===== src/rtl/gamepad_poller.sv =====
// rtl/gamepad_poller.sv - multi-pad SNES-style serial gamepad poller with frame-based capture
module gamepad_poller #(
  parameter int NUM_PADS   = 2,
  parameter int BUTTONS    = 12,
  parameter int CLK_DIV    = 4,
  parameter int POLL_TICKS = 10
) (
  input  logic                         clk,
  input  logic                         rst,
  input  logic                         en,
  input  logic [NUM_PADS-1:0]          pad_data,
  output logic                         pad_latch,
  output logic                         pad_clk,
  output logic [NUM_PADS*BUTTONS-1:0]  buttons,
  output logic [NUM_PADS*BUTTONS-1:0]  pressed,
  output logic [NUM_PADS-1:0]          connected,
  output logic                         frame_valid
);

  localparam int DIV_W  = (CLK_DIV > 1) ? $clog2(CLK_DIV) : 1;
  localparam int BIT_W  = (BUTTONS > 1) ? $clog2(BUTTONS) : 1;
  localparam int IDLE_W = (POLL_TICKS > 1) ? $clog2(POLL_TICKS) : 1;

  localparam logic [DIV_W-1:0]  DIV_LAST    = DIV_W'(CLK_DIV - 1);
  localparam logic [BIT_W-1:0]  BIT_LAST    = BIT_W'(BUTTONS - 1);
  localparam logic [IDLE_W-1:0] IDLE_RELOAD = IDLE_W'(POLL_TICKS - 1);

  typedef enum logic [1:0] {
    IDLE,
    LATCH,
    SHIFT_LO,
    SHIFT_HI
  } state_t;

  logic [DIV_W-1:0]           div_cnt;
  logic                       tick;
  logic [NUM_PADS-1:0]        sync_meta;
  logic [NUM_PADS-1:0]        sync_data;

  state_t                     state;
  logic [BIT_W-1:0]           bit_idx;
  logic [IDLE_W-1:0]          idle_cnt;
  logic                       latch_second;
  logic                       publish;
  logic [BUTTONS-1:0]         raw [NUM_PADS];

  logic [NUM_PADS-1:0]        next_conn;
  logic [NUM_PADS*BUTTONS-1:0] next_btn;

  assign tick = (div_cnt == DIV_LAST);

  // Protocol tick generator: one tick every CLK_DIV system clocks
  always_ff @(posedge clk) begin
    if (rst) begin
      div_cnt <= '0;
    end else if (tick) begin
      div_cnt <= '0;
    end else begin
      div_cnt <= div_cnt + 1'b1;
    end
  end

  // Two-flop synchroniser for the asynchronous pad data lines
  always_ff @(posedge clk) begin
    if (rst) begin
      sync_meta <= '0;
      sync_data <= '0;
    end else begin
      sync_meta <= pad_data;
      sync_data <= sync_meta;
    end
  end

  // Decode a finished frame: an all-zero raw word means nothing drove the line
  always_comb begin
    next_conn = '0;
    next_btn  = '0;
    for (int p = 0; p < NUM_PADS; p++) begin
      next_conn[p] = |raw[p];
      if (|raw[p]) begin
        next_btn[p*BUTTONS +: BUTTONS] = ~raw[p];
      end
    end
  end

  // Poll sequencer with registered pin strobes, sample capture and frame publish
  always_ff @(posedge clk) begin
    if (rst) begin
      state        <= IDLE;
      bit_idx      <= '0;
      idle_cnt     <= '0;
      latch_second <= 1'b0;
      publish      <= 1'b0;
      pad_latch    <= 1'b0;
      pad_clk      <= 1'b1;
      buttons      <= '0;
      pressed      <= '0;
      connected    <= '0;
      frame_valid  <= 1'b0;
      for (int p = 0; p < NUM_PADS; p++) begin
        raw[p] <= '0;
      end
    end else begin
      frame_valid <= 1'b0;
      publish     <= 1'b0;

      // Publish one cycle after the last sample so raw holds the final bit
      if (publish) begin
        connected   <= next_conn;
        buttons     <= next_btn;
        pressed     <= next_btn & ~buttons;
        frame_valid <= 1'b1;
      end

      if (tick) begin
        case (state)
          IDLE: begin
            if (idle_cnt == '0) begin
              if (en) begin
                state        <= LATCH;
                pad_latch    <= 1'b1;
                latch_second <= 1'b0;
              end
            end else begin
              idle_cnt <= idle_cnt - 1'b1;
            end
          end

          LATCH: begin
            if (!latch_second) begin
              latch_second <= 1'b1;
            end else begin
              state     <= SHIFT_LO;
              pad_latch <= 1'b0;
              pad_clk   <= 1'b0;
              bit_idx   <= '0;
            end
          end

          SHIFT_LO: begin
            for (int p = 0; p < NUM_PADS; p++) begin
              raw[p][bit_idx] <= sync_data[p];
            end
            pad_clk <= 1'b1;
            state   <= SHIFT_HI;
            if (bit_idx == BIT_LAST) begin
              publish <= 1'b1;
            end
          end

          SHIFT_HI: begin
            if (bit_idx == BIT_LAST) begin
              state    <= IDLE;
              idle_cnt <= IDLE_RELOAD;
            end else begin
              bit_idx <= bit_idx + 1'b1;
              pad_clk <= 1'b0;
              state   <= SHIFT_LO;
            end
          end

          default: begin
            state <= IDLE;
          end
        endcase
      end
    end
  end

endmodule


===== config.mk =====
export PLATFORM = sky130hd
export DESIGN_NAME = gamepad_poller
export DESIGN_NICKNAME = d
export VERILOG_FILES = /design/src/rtl/gamepad_poller.sv
export SDC_FILE = /design/constraint.sdc
export NUM_CORES = 1
export LEC_CHECK = 0
export ABC_AREA = 1
export BUFFER_PORTS_ARGS = -buffer_cell sky130_fd_sc_hd__buf_2
export CAP_MARGIN = 30
export CORE_MARGIN = 4
export CORE_UTILIZATION = 35
export CTS_CLUSTER_DIAMETER = 200
export DETAILED_ROUTE_END_ITERATION = 6
export SYNTH_ARGS = -nofsm -noshare
export SYNTH_HDL_FRONTEND = slang
export SYNTH_SLANG_ARGS = --single-unit

===== constraint.sdc =====
create_clock -name clk -period 4.3 [get_ports clk]
set_input_delay 0.43 -clock clk [delete_from_list [all_inputs] [get_ports clk]]
set_output_delay 0.43 -clock clk [all_outputs]
set_load 0.02 [all_outputs]

After elaboration in Yosys (flattened, before gate mapping). Memories as Yosys holds them, arrays and structs flattened. Index checks and enable logic that the tools add are counted. W data, S select, Z words.

Flip-flop bits (word level): 71. RAM bits: 24. Bits of input ports: 5. Output and inout port bits: 53. Logic and storage cells: 134. Memories kept: 1.

Add/subtract/negate cells: 3. Magnitude comparators: 2. Equality and inequality tests: 11. Muxes and demuxes: 56. Bitwise operators: 30. Reductions and logical operators: 17.

Memory list: raw (depth 2, bits a word 12, rd ports 2, clocked after memory_dff 0, wr ports 2, RTL line 45) `logic [BUTTONS-1:0] raw [NUM_PADS];`.

Operators by type and width (count): $mux W1 (38); $mux W12 (3); $and A24 B24 Y24 (1); $not A12 Y12 (2); $not A24 Y24 (1); $or A1 B1 Y1 (24); $reduce_or A12 Y1 (2); $reduce_and A4 Y1 (5); $mux W4 (4); $pmux W4 S2 (2); $ne A2 B2 Y1 const B (6); $mux W2 (4); $pmux W2 S4 (1); $eq A2 B2 Y1 const B (3); $reduce_bool A2 Y1 (3); $lt A4 B5 Y1 const B (1); $reduce_and A5 Y1 (1); $add A4 B1 Y4 const B (1); $demux W1 S4 (1); $eq A4 B4 Y1 const B (1); $ge A4 B1 Y1 const B (1); $logic_not A4 Y1 (1); $pmux W1 S2 (2); $sub A4 B1 Y4 const B (1); 9 further kinds (10).

Logic depth before layout (Yosys ltp).
Depth in word-level cells: 6. Mapped depth: 8. Mapped depth without buffers: 8.

Least setup slack after synthesis. No wires, ideal clock.

Kind: register to register. From: register div_cnt[0]. To: memory raw[0][0], data pin. Library setup time: 244 ps. Arrival time: 1392 ps. Data required time: 4056 ps. Path slack: 2664 ps. Stages on the path, launching flop included: 8. Path buffers: 0. Clock period less this slack: 1636 ps. Path through: dfxtp_1 -> ha_1 -> nand3_4 -> nor2_4 -> o21ai_0 -> nand3_1 -> nor2_1 -> nor2_1.

RTL lines: start, declared (RTL line 35) `logic [DIV_W-1:0] div_cnt;`; start signal, assigned (RTL line 59) `div_cnt <= div_cnt + 1'b1;`; end, declared (RTL line 45).

==> reports/metrics.yaml <==
synth_common_cells: "nand2_1, dfxtp_1, inv_1, a21oi_1, nand3_1"
ys_types: 31
critical_path_class: "register to register"
drcViolationCount: 0
final_nets: 555
final.period_utilization_pct: 51.2
hold_depth: 3
synth-edff-count: 24
setup_viol: 0
cts_setup_buffers: 0
h-tree-depth: 3
slew_headroom_pct: 49.7
pwr_density_cell_nw_per_um2: 389
hold_start: "pad_data[0]"
layout_min_cycle_time_ns: 2.20
finalHoldViolCount: 0
grt_first_pass_wirelength_mm: 14.3
drive_gt1_share_pct: 18.1
synth_top_area_cell: "dfxtp_1"
synth_nets: 509
met2WireLength_mm: 3.93
area_growth_pct: 17.6
hpwl_mm: 5.84
gp_congestion: 0.830
ff2ff_path_depth: 7
wl_met1_mm: 3.89
max-cap-violations: 0
synth_seq_cells: 95
rr_endpoint: "raw[0][10]"
netlist_top_cells_area: "dfxtp_1, edfxtp_1, nand2_1, a21oi_1, inv_1"
io_pins: 58
ant_nets: 0
fmax_mhz: 455
worstPathRequired_ns: 4.35
num_rows: 38
fin_tns_setup_ns: 0
die_x_um: 115
overflow: 0
status: "finished, final reports clean"
place_ws_ns: 2.14
port_buffers: 57
ir_drop_v: 0.000317
start_kind: "register"
rsz0062_at_grt: "no"
slew_violations: 0
vias: 3249
clockBufferDepth: 2
wl_met3_um: 463
diodes: 0
synth.top_cell.area_share_pct: 35.2
routed_wl_mm: 8.40
top_layer: "met4"
cts_tree: "done"
cts_resized: 0
synth_cells: 497
hold_class: "input pin to register"
cts.sinks: 95
min_to: "sync_meta[0]"
reg2reg_slack_ns: 2.10
synthesis.area_um2: 4040
drt_pre_antenna_iters: 4
synthArstFlopShare_pct: 0
antenna_found_initial: 0
die_h_um: 115
cts-root-buf: "clkbuf_16"
grt_pass1_vias: 3090
viasPerCell: 4.72
initial_core_util_pct: 36.5
worst_pin_slew_ns: 0.753
p_leak_nw: 1.86
clk_transition_reported_paths_ns: 0.06
critPathMaxFanout: 16
synth-main-ff-cell: "dfxtp_1"
dieArea_um2: 13300
ys_seq_area_share_pct: 53.0
crit_path_end_kind: "register"
reg2reg_from: "div_cnt[0]"
drt_iter0_drc: 264
wl_per_cell_um: 12.2
cp.arrival_ns: 2.25
skew_ns: 0.00881
yosysMostFrequentCell: "nand2_1"
avgSynthCellArea_um2: 8.13
track_usage_pct: 13.3
cts_hold_buf: 0
core_um2: 11100
grt_max_degree: 62
fin_ws_ns: 2.10
yosysWarnings: 0
clk_latency_ns: 0.35
cts_inserted_buffers: 9
==> cell type report <==
cell class,instances,area (µm²)
fillers,1120,6320
flip-flops and latches,95,2140
multi-input cells,302,1510
repair buffers,60,308
inverters,75,282
clock buffers,12,279
well taps,140,175
clock inverters,4,56.3
==> placed cells by master (no fill, tap or decap), drive strengths merged <==
cell / synthesis / layout
dfxtp: 71 / 71
nor2: 41 / 41
o21ai: 11 / 11
clkbuf: 12 / 12
a21oi: 61 / 61
nand2: 102 / 102
o211ai: 1 / 1
buf: 13 / 60
nand4: 26 / 26
a21boi: 1 / 1
bufinv: 0 / 1
nand3: 45 / 45
or2: 2 / 2
edfxtp: 24 / 24
ha: 7 / 7
nand3b: 1 / 1
inv: 72 / 74
o31ai: 1 / 1
clkinv: 3 / 4
nor3: 3 / 3
==> state kept, by name, summed over array words and instances (netlist names), 2 cells and up <==
| name | flops |
|---|---|
| buttons | 24 |
| pressed | 24 |
| raw | 24 |
| bit_idx | 4 |
| idle_cnt | 4 |
| connected | 2 |
| div_cnt | 2 |
| state | 2 |
| sync_data | 2 |
| sync_meta | 2 |
==> logic make-up after synthesis <==
logic type | count (synthesis) | synth area share [%]
compound gates | 75 | 10.0
buf+inv | 100 | 9.57
simple gates | 220 | 25.2
flops | 95 | 53.0
fa+ha+maj | 7 | 2.17
==> layer usage <==
layer	up-vias	global-route usage [%]
met2	72	21.7
met5	-	0
met1	1462	16.2
li1	1704	-
met4	0	4.85
met3	11	4.75
==> worst max path at each step <==
stage | to | cells after the start | from | slack [ns]
after global routing | raw[0][10] | 7 | div_cnt[0] | 1.86
after detailed placement | raw[0][3] | 7 | div_cnt[0] | 2.14
after floorplan | raw[0][0] | 7 | div_cnt[0] | 2.66
after global placement | raw[0][8] | 7 | div_cnt[0] | 2.20
final | raw[0][10] | 7 | div_cnt[0] | 2.10
after CTS | raw[0][12] | 7 | div_cnt[0] | 2.12
==> power breakdown <==
part,switching (mW),internal [mW]
combinational,0.0388,0.0131
clock,0.337,0.526
sequential,0.00693,0.927
total,0.383,1.47
==> worst max-delay path, stage by stage, from the launching register on <==
cell and delay [ns]:
dfxtp_1 0.34, ha_1 0.33, nand3_4 0.14, nor2_4 0.27, o21ai_0 0.18, nand3_1 0.11, nor2_1 0.06, nor2_1 0.48
==> metrics by stage <==
step,util [%],hold WS (ns),instances,power [mW],instance area (µm²)
2_1_floorplan,-,0.388,497,0.991,4040
3_3_place_gp,39.9,0.406,672,1.01,4420
3_5_place_dp,39.9,0.409,672,1.01,4420
4_1_cts,42.9,0.271,688,1.88,4750
5_1_grt,42.9,0.290,688,1.92,4750
6_report,42.9,0.290,688,1.85,4750
Power figures use the tool's default switching activity.
